$ cat src/rtl/alu_ctrl_pkg.sv
// alu_ctrl_pkg: ALUOp/funct/control-code constants and sequencer state type; build option ALU_CTRL_DIV_EN
package alu_ctrl_pkg;
  localparam logic [2:0] OP_ADD   = 3'b000;
  localparam logic [2:0] OP_SUB   = 3'b001;
  localparam logic [2:0] OP_RTYPE = 3'b010;
  localparam logic [2:0] OP_SLT   = 3'b011;
  localparam logic [2:0] OP_OR    = 3'b100;
  localparam logic [2:0] OP_AND   = 3'b101;
  localparam logic [5:0] FN_AND  = 6'b100100;
  localparam logic [5:0] FN_OR   = 6'b100101;
  localparam logic [5:0] FN_ADD  = 6'b100000;
  localparam logic [5:0] FN_SUB  = 6'b100010;
  localparam logic [5:0] FN_SLT  = 6'b101010;
  localparam logic [5:0] FN_NOR  = 6'b100111;
  localparam logic [5:0] FN_SLL  = 6'b000000;
  localparam logic [5:0] FN_SRL  = 6'b000010;
  localparam logic [5:0] FN_MULT = 6'b011000;
  localparam logic [5:0] FN_DIV  = 6'b011010;
  localparam logic [3:0] ALU_AND  = 4'b0000;
  localparam logic [3:0] ALU_OR   = 4'b0001;
  localparam logic [3:0] ALU_ADD  = 4'b0010;
  localparam logic [3:0] ALU_SUB  = 4'b0110;
  localparam logic [3:0] ALU_SLT  = 4'b0111;
  localparam logic [3:0] ALU_SLL  = 4'b1000;
  localparam logic [3:0] ALU_SRL  = 4'b1001;
  localparam logic [3:0] ALU_NOR  = 4'b1100;
  localparam logic [3:0] ALU_MULT = 4'b1110;
  localparam logic [3:0] ALU_DIV  = 4'b1111;
  typedef enum logic [1:0] {S_IDLE, S_BUSY, S_DONE} state_e;
endpackage

$ cat src/rtl/alu_ctrl_seq_if.sv
// alu_ctrl_seq_if: control-unit <-> ALU controller bus; master drives valid_i/ALUOp_i/funct_i, slave drives the rest
interface alu_ctrl_seq_if #(
  parameter int FUNCT_W = 6,
  parameter int ALUOP_W = 3,
  parameter int CTRL_W  = 4
);
  logic               valid_i;
  logic [ALUOP_W-1:0] ALUOp_i;
  logic [FUNCT_W-1:0] funct_i;
  logic [CTRL_W-1:0]  ALUCtrl_o;
  logic               valid_o;
  logic               stall_o;
  logic               mdu_start_o;
  logic               mdu_div_o;
  logic               hilo_we_o;
  logic               illegal_o;
  modport master (
    output valid_i, ALUOp_i, funct_i,
    input  ALUCtrl_o, valid_o, stall_o, mdu_start_o, mdu_div_o, hilo_we_o, illegal_o
  );
  modport slave (
    input  valid_i, ALUOp_i, funct_i,
    output ALUCtrl_o, valid_o, stall_o, mdu_start_o, mdu_div_o, hilo_we_o, illegal_o
  );
endinterface

$ cat src/rtl/alu_ctrl_dec.sv
// alu_ctrl_dec: combinational (ALUOp, funct) -> {code, is_mdu, is_div, illegal}; div decode only with ALU_CTRL_DIV_EN
module alu_ctrl_dec
  import alu_ctrl_pkg::*;
#(
  parameter int FUNCT_W = 6,
  parameter int ALUOP_W = 3,
  parameter int CTRL_W  = 4
) (
  input  logic [ALUOP_W-1:0] alu_op_i,
  input  logic [FUNCT_W-1:0] funct_i,
  output logic [CTRL_W-1:0]  code_o,
  output logic               is_mdu_o,
  output logic               is_div_o,
  output logic               illegal_o
);
  logic [2:0] op;
  logic [5:0] fn;
  logic [3:0] c;
  assign op = alu_op_i[2:0];
  assign fn = funct_i[5:0];
  assign code_o = CTRL_W'(c);
  always_comb begin
    c = ALU_AND;
    is_mdu_o = 1'b0;
    is_div_o = 1'b0;
    illegal_o = 1'b0;
    case (op)
      OP_ADD: c = ALU_ADD;
      OP_SUB: c = ALU_SUB;
      OP_SLT: c = ALU_SLT;
      OP_OR:  c = ALU_OR;
      OP_AND: c = ALU_AND;
      OP_RTYPE:
        case (fn)
          FN_AND:  c = ALU_AND;
          FN_OR:   c = ALU_OR;
          FN_ADD:  c = ALU_ADD;
          FN_SUB:  c = ALU_SUB;
          FN_SLT:  c = ALU_SLT;
          FN_NOR:  c = ALU_NOR;
          FN_SLL:  c = ALU_SLL;
          FN_SRL:  c = ALU_SRL;
          FN_MULT: begin
            c = ALU_MULT;
            is_mdu_o = 1'b1;
          end
`ifdef ALU_CTRL_DIV_EN
          FN_DIV: begin
            c = ALU_DIV;
            is_mdu_o = 1'b1;
            is_div_o = 1'b1;
          end
`endif
          default: illegal_o = 1'b1;
        endcase
      default: illegal_o = 1'b1;
    endcase
  end
endmodule

$ cat src/rtl/alu_ctrl_seq.sv
// alu_ctrl_seq: registered ALU control decode with mult/div stall sequencer; build option ALU_CTRL_DIV_EN
module alu_ctrl_seq
  import alu_ctrl_pkg::*;
#(
  parameter int FUNCT_W = 6,
  parameter int ALUOP_W = 3,
  parameter int CTRL_W  = 4,
  parameter int MUL_LAT = 8,
  parameter int DIV_LAT = 16,
  parameter int CNT_W   = 5
) (
  input logic           clk_i,
  input logic           rst_i,
  alu_ctrl_seq_if.slave bus
);
  logic [CTRL_W-1:0] code;
  logic              is_mdu, is_div, ill, accept, go_mdu;
  state_e            state_q;
  logic [CNT_W-1:0]  cnt_q;
  logic [CTRL_W-1:0] ctrl_q;
  logic              valid_q, start_q, div_q, hilo_q, illegal_q;
  alu_ctrl_dec #(.FUNCT_W(FUNCT_W), .ALUOP_W(ALUOP_W), .CTRL_W(CTRL_W)) u_dec (
    .alu_op_i (bus.ALUOp_i),
    .funct_i  (bus.funct_i),
    .code_o   (code),
    .is_mdu_o (is_mdu),
    .is_div_o (is_div),
    .illegal_o(ill)
  );
  assign accept = bus.valid_i && state_q != S_BUSY;
  assign go_mdu = accept && !ill && is_mdu;
  always_ff @(posedge clk_i or negedge rst_i) begin
    if (!rst_i) begin
      state_q   <= S_IDLE;
      cnt_q     <= '0;
      ctrl_q    <= '0;
      valid_q   <= 1'b0;
      start_q   <= 1'b0;
      div_q     <= 1'b0;
      hilo_q    <= 1'b0;
      illegal_q <= 1'b0;
    end else begin
      valid_q   <= accept && !ill;
      illegal_q <= accept && ill;
      start_q   <= go_mdu;
      div_q     <= go_mdu && is_div;
      hilo_q    <= state_q == S_BUSY && cnt_q == '0;
      if (accept) ctrl_q <= ill ? '0 : code;
      if (state_q == S_BUSY) begin
        if (cnt_q == '0) state_q <= S_DONE;
        else cnt_q <= cnt_q - 1'b1;
      end else if (go_mdu) begin
        state_q <= S_BUSY;
        cnt_q   <= is_div ? CNT_W'(DIV_LAT - 1) : CNT_W'(MUL_LAT - 1);
      end else begin
        // DONE lasts one cycle even if an illegal op arrives, so hilo_we_o never repeats
        state_q <= S_IDLE;
      end
    end
  end
  assign bus.ALUCtrl_o   = ctrl_q;
  assign bus.valid_o     = valid_q;
  assign bus.stall_o     = state_q == S_BUSY;
  assign bus.mdu_start_o = start_q;
`ifdef ALU_CTRL_DIV_EN
  assign bus.mdu_div_o   = div_q;
`else
  assign bus.mdu_div_o   = 1'b0;
`endif
  assign bus.hilo_we_o   = hilo_q;
  assign bus.illegal_o   = illegal_q;
endmodule

$ cat src/flat_wrapper.sv
// flat-port wrapper written by rule: the top's interface ports become plain ports
module alu_ctrl_seq_flat import alu_ctrl_pkg::*;
#(
  parameter int FUNCT_W = 6,
  parameter int ALUOP_W = 3,
  parameter int CTRL_W  = 4,
  parameter int MUL_LAT = 8,
  parameter int DIV_LAT = 16,
  parameter int CNT_W   = 5
)
  (clk_i, rst_i, bus_valid_i, bus_ALUOp_i, bus_funct_i, bus_ALUCtrl_o, bus_valid_o, bus_stall_o, bus_mdu_start_o, bus_mdu_div_o, bus_hilo_we_o, bus_illegal_o);
  alu_ctrl_seq_if #(.FUNCT_W(FUNCT_W), .ALUOP_W(ALUOP_W), .CTRL_W(CTRL_W)) bus_i ();
  input logic clk_i;
  input logic rst_i;
  input wire logic [$bits(bus_i.valid_i)-1:0] bus_valid_i;
  input wire logic [$bits(bus_i.ALUOp_i)-1:0] bus_ALUOp_i;
  input wire logic [$bits(bus_i.funct_i)-1:0] bus_funct_i;
  output wire logic [$bits(bus_i.ALUCtrl_o)-1:0] bus_ALUCtrl_o;
  output wire logic [$bits(bus_i.valid_o)-1:0] bus_valid_o;
  output wire logic [$bits(bus_i.stall_o)-1:0] bus_stall_o;
  output wire logic [$bits(bus_i.mdu_start_o)-1:0] bus_mdu_start_o;
  output wire logic [$bits(bus_i.mdu_div_o)-1:0] bus_mdu_div_o;
  output wire logic [$bits(bus_i.hilo_we_o)-1:0] bus_hilo_we_o;
  output wire logic [$bits(bus_i.illegal_o)-1:0] bus_illegal_o;
  assign bus_i.valid_i = bus_valid_i;
  assign bus_i.ALUOp_i = bus_ALUOp_i;
  assign bus_i.funct_i = bus_funct_i;
  assign bus_ALUCtrl_o = bus_i.ALUCtrl_o;
  assign bus_valid_o = bus_i.valid_o;
  assign bus_stall_o = bus_i.stall_o;
  assign bus_mdu_start_o = bus_i.mdu_start_o;
  assign bus_mdu_div_o = bus_i.mdu_div_o;
  assign bus_hilo_we_o = bus_i.hilo_we_o;
  assign bus_illegal_o = bus_i.illegal_o;
  alu_ctrl_seq #(.FUNCT_W(FUNCT_W), .ALUOP_W(ALUOP_W), .CTRL_W(CTRL_W), .MUL_LAT(MUL_LAT), .DIV_LAT(DIV_LAT), .CNT_W(CNT_W)) u_core (.clk_i(clk_i), .rst_i(rst_i), .bus(bus_i));
endmodule
$ cat config.mk
export PLATFORM = sky130hd
export DESIGN_NAME = alu_ctrl_seq_flat
export DESIGN_NICKNAME = d
export VERILOG_FILES = /design/src/rtl/alu_ctrl_pkg.sv /design/src/rtl/alu_ctrl_seq_if.sv /design/src/rtl/alu_ctrl_dec.sv /design/src/rtl/alu_ctrl_seq.sv /design/src/flat_wrapper.sv
export SDC_FILE = /design/constraint.sdc
export NUM_CORES = 1
export LEC_CHECK = 0
export ABC_AREA = 1
export CAP_MARGIN = 0
export CORE_MARGIN = 1
export CORE_UTILIZATION = 40
export CTS_CLUSTER_SIZE = 25
export DETAILED_ROUTE_END_ITERATION = 12
export GPL_TIMING_DRIVEN = 0
export PLACE_DENSITY = 0.77
export SYNTH_ARGS = -nofsm -noshare
export SYNTH_HDL_FRONTEND = slang
export SYNTH_SLANG_ARGS = --single-unit
$ cat constraint.sdc
create_clock -name clk_i -period 1.7 [get_ports clk_i]
set_input_delay 0.255 -clock clk_i [delete_from_list [all_inputs] [get_ports clk_i]]
set_output_delay 0.255 -clock clk_i [all_outputs]
set_load 0.005 [all_outputs]
==> impl_metrics.py <==
metrics = {
    "synthesis": {
        "synth-seq-cells": 15,
        "synth.net_count": 142,
        "syn_avg_cell_area_um2": 7.351,
        "yosys.area.top_type": "dfrtp_1",
        "yosys.area.top_type_share": 0.3989,
        "syn_area_um2": 940.9,
        "yosysSeqAreaShare": 0.3989,
        "synthCells": 128,
        "netlist-cell-type-count": 21,
        "yosys_warnings": 0,
        "synth_area_leaders": "dfrtp_1 (40%), nand2_1 (14%), nand3_1 (7.4%), inv_1 (7.2%), nor2_1 (6.0%)",
    },
    "routing": {
        "drtAntennaViolNets": 0,
        "post_drt_via_cell_ratio": 4.643,
        "drt-total-wl_mm": 1.707,
        "route.detailed.drc": 0,
        "drtIter0Drc": 19,
        "drtPass1Iterations": 4,
        "wl_per_cell_um": 9.379,
        "vias": 845,
    },
    "clocking": {
        "htreeDepth": 1,
        "ctsHoldBuffers": 0,
        "cts_setup_buffers": 0,
        "clk_path_buf_depth": 2,
        "clock_latency_ns": 0.29,
        "cts_tree": "yes",
        "clk_pin_slew_ns": 0.08,
        "cts_made_buffers": 3,
        "root_buffer": "clkbuf_4",
        "cts_resized": 0,
        "cts_sinks": 15,
    },
    "cells_and_area": {
        "nFillCells": 208,
        "mostFrequentLayoutCell": "nand2_1",
        "seqCellArea_um2": 375.4,
        "multi_input_area_um2": 486.7,
        "n_antenna_cell": 0,
        "layout_common_cells": "nand2_1 (35), clkdlybuf4s50_1 (20), inv_1 (18)",
        "fin_util": 0.5503,
        "areaGrowthSynthToFinish_pct": 29.39,
        "layout-drive-gt1-share": 0.1364,
        "layout.nets": 169,
    },
    "critical_path": {
        "worstPathArrival_ns": 1.36,
        "cp.required_ns": 1.44,
        "critPathLaunchType": "flop",
        "endpoint_kind": "output port",
        "worstPathMaxFanout": 6,
        "crit_type": "flop to output port",
    },
    "sta": {
        "setup_viol": 0,
        "fin_skew_ns": 0.006829,
        "relSlewSlack": 0.5714,
        "layout_min_cycle_time_ns": 1.619,
        "timing_hold_violations_final": 0,
        "drv_slew": 0,
        "fin_crit_sh": 0.9521,
        "worst_pin_slew_ns": 0.6409,
        "fmax_mhz": 617.8,
        "rsz0062_at_grt": "no",
        "setup_slack_ns": 0.08138,
    },
    "die": {
        "die_w_um": 50.50,
        "dieHeight_um": 50.50,
        "fp.coreArea_um2": 2212,
        "ios": 22,
        "fp-row-count": 17,
        "initial_core_util": 0.4253,
        "dieArea_um2": 2550,
    },
    "place": {
        "port_buffers": 20,
        "place_congestion": 0.8586,
        "dp_hpwl_mm": 1.311,
        "dp_slack_ns": -0.1285,
    },
    "pwr": {
        "power_leakage_nw": 0.6101,
        "power.density_nw_per_um2": 585.2,
        "vdd_drop_max_v": 0.0002871,
    },
    "run": {
        "maxCapViolations": 0,
    },
    "worst_hold_path": {
        "hold_path_class": "input port to async pin",
    },
    "global_route": {
        "antenna_found_initial": 0,
        "grt-ovfl-total": 0,
        "grt_pass1_wl_mm": 2.994,
        "grt_pass1_vias": 744,
        "grt_max_degree": 16,
        "grtUsageTotal": 0.1590,
    },
    "status": {
        "status": "complete, no violations",
    },
}
-- routing by layer --
| metal | GRT usage | share of wire | vias to the layer above |
|---|---|---|---|
| met4 | 0.1111 | 0.039 | 0 |
| met2 | 0.2600 | 0.46 | 25 |
| met3 | 0.01818 | 0.053 | 5 |
| met1 | 0.1932 | 0.45 | 362 |
| li1 | - | - | 453 |
| met5 | 0 | 0 | - |
-- synthesized netlist by cell type --
cell type  number
nand2_1        35
inv_1          18
dfrtp_1        15
nor2_1         15
nand3_1        14
nor2_2          6
a21oi_1         5
nor2_4          3
ha_1            2
nand3_2         2
nor3_1          2
o31ai_1         2
a41oi_1         1
buf_4           1
conb_1          1
inv_2           1
nand2_4         1
nand4_4         1
o21ai_1         1
or2_1           1
or2_2           1
-- worst max-delay path, cell delays in order (launching register included) --
cell	delay, ns
dfrtp_1	0.33
inv_1	0.06
nor2_4	0.16
clkdlybuf4s50_1	0.52
-- registers in the layout (all words and copies together) (netlist names) --
| signal | count |
|---|---|
| u_core.bus.valid_o | 1 |
| u_core.bus.ALUCtrl_o | 4 |
| u_core.bus.illegal_o | 1 |
| u_core.cnt_q | 5 |
| u_core.bus.mdu_start_o | 1 |
| u_core.bus.hilo_we_o | 1 |
| u_core.state_q | 2 |
-- through the flow --
stage	setup TNS, ns	hold slack, ns	area [um2]	power, mW	cells
final	0	0.3524	1217	0.7124	182
after global routing	0	0.4016	1217	0.7511	182
after CTS	0	0.3744	1202	0.7162	180
after detailed placement	-0.7065	0.4837	1176	0.5162	176
after global placement	-0.4711	0.4639	1176	0.5132	176
after floorplan	0	-0.04059	940.9	0.4462	128
-- logic make-up after synthesis --
logic type / synth area share
AOI/OAI and AO/OA: 0.05717
DFF: 0.3989
adders and majority gates: 0.02659
other: 0.003986
and+or+nand+nor: 0.4295
buffers and inverters: 0.08377
-- path summary, 6_finish.rpt --
path	cells after the start	slack, ns	startpoint	to
worst max-delay path	3	0.08	u_core.state_q[0]	bus_stall_o
worst min register to register	2	0.50	u_core.bus.ALUCtrl_o[3]	u_core.bus.ALUCtrl_o[3]
worst max register to register	9	0.23	u_core.state_q[0]	u_core.cnt_q[1]
min in group clk_i	2	0.50	u_core.bus.ALUCtrl_o[3]	u_core.bus.ALUCtrl_o[3]
worst min-delay path	1	0.35	rst_i	u_core.cnt_q[4]
max in group asynchronous	1	0.93	rst_i	u_core.state_q[1]
-- report_power, final --
group | leakage, nW | internal [mW] | switching [mW] | total [mW]
clock | 0.0150 | 0.0915 | 0.112 | 0.203
combinational | 0.391 | 0.0661 | 0.0678 | 0.134
sequential | 0.204 | 0.369 | 0.00655 | 0.375
total | 0.610 | 0.526 | 0.186 | 0.712
-- area by class of cell --
cell class / instances / share of cell area
clock buffers: 4 / 0.02158
well taps: 28 / 0.02878
repair buffers: 22 / 0.1768
multi-input cells: 93 / 0.3998
plain buffers: 1 / 0.006166
flip-flops and latches: 15 / 0.3083
inverters: 19 / 0.05858
Power figures use the tool's default switching activity.
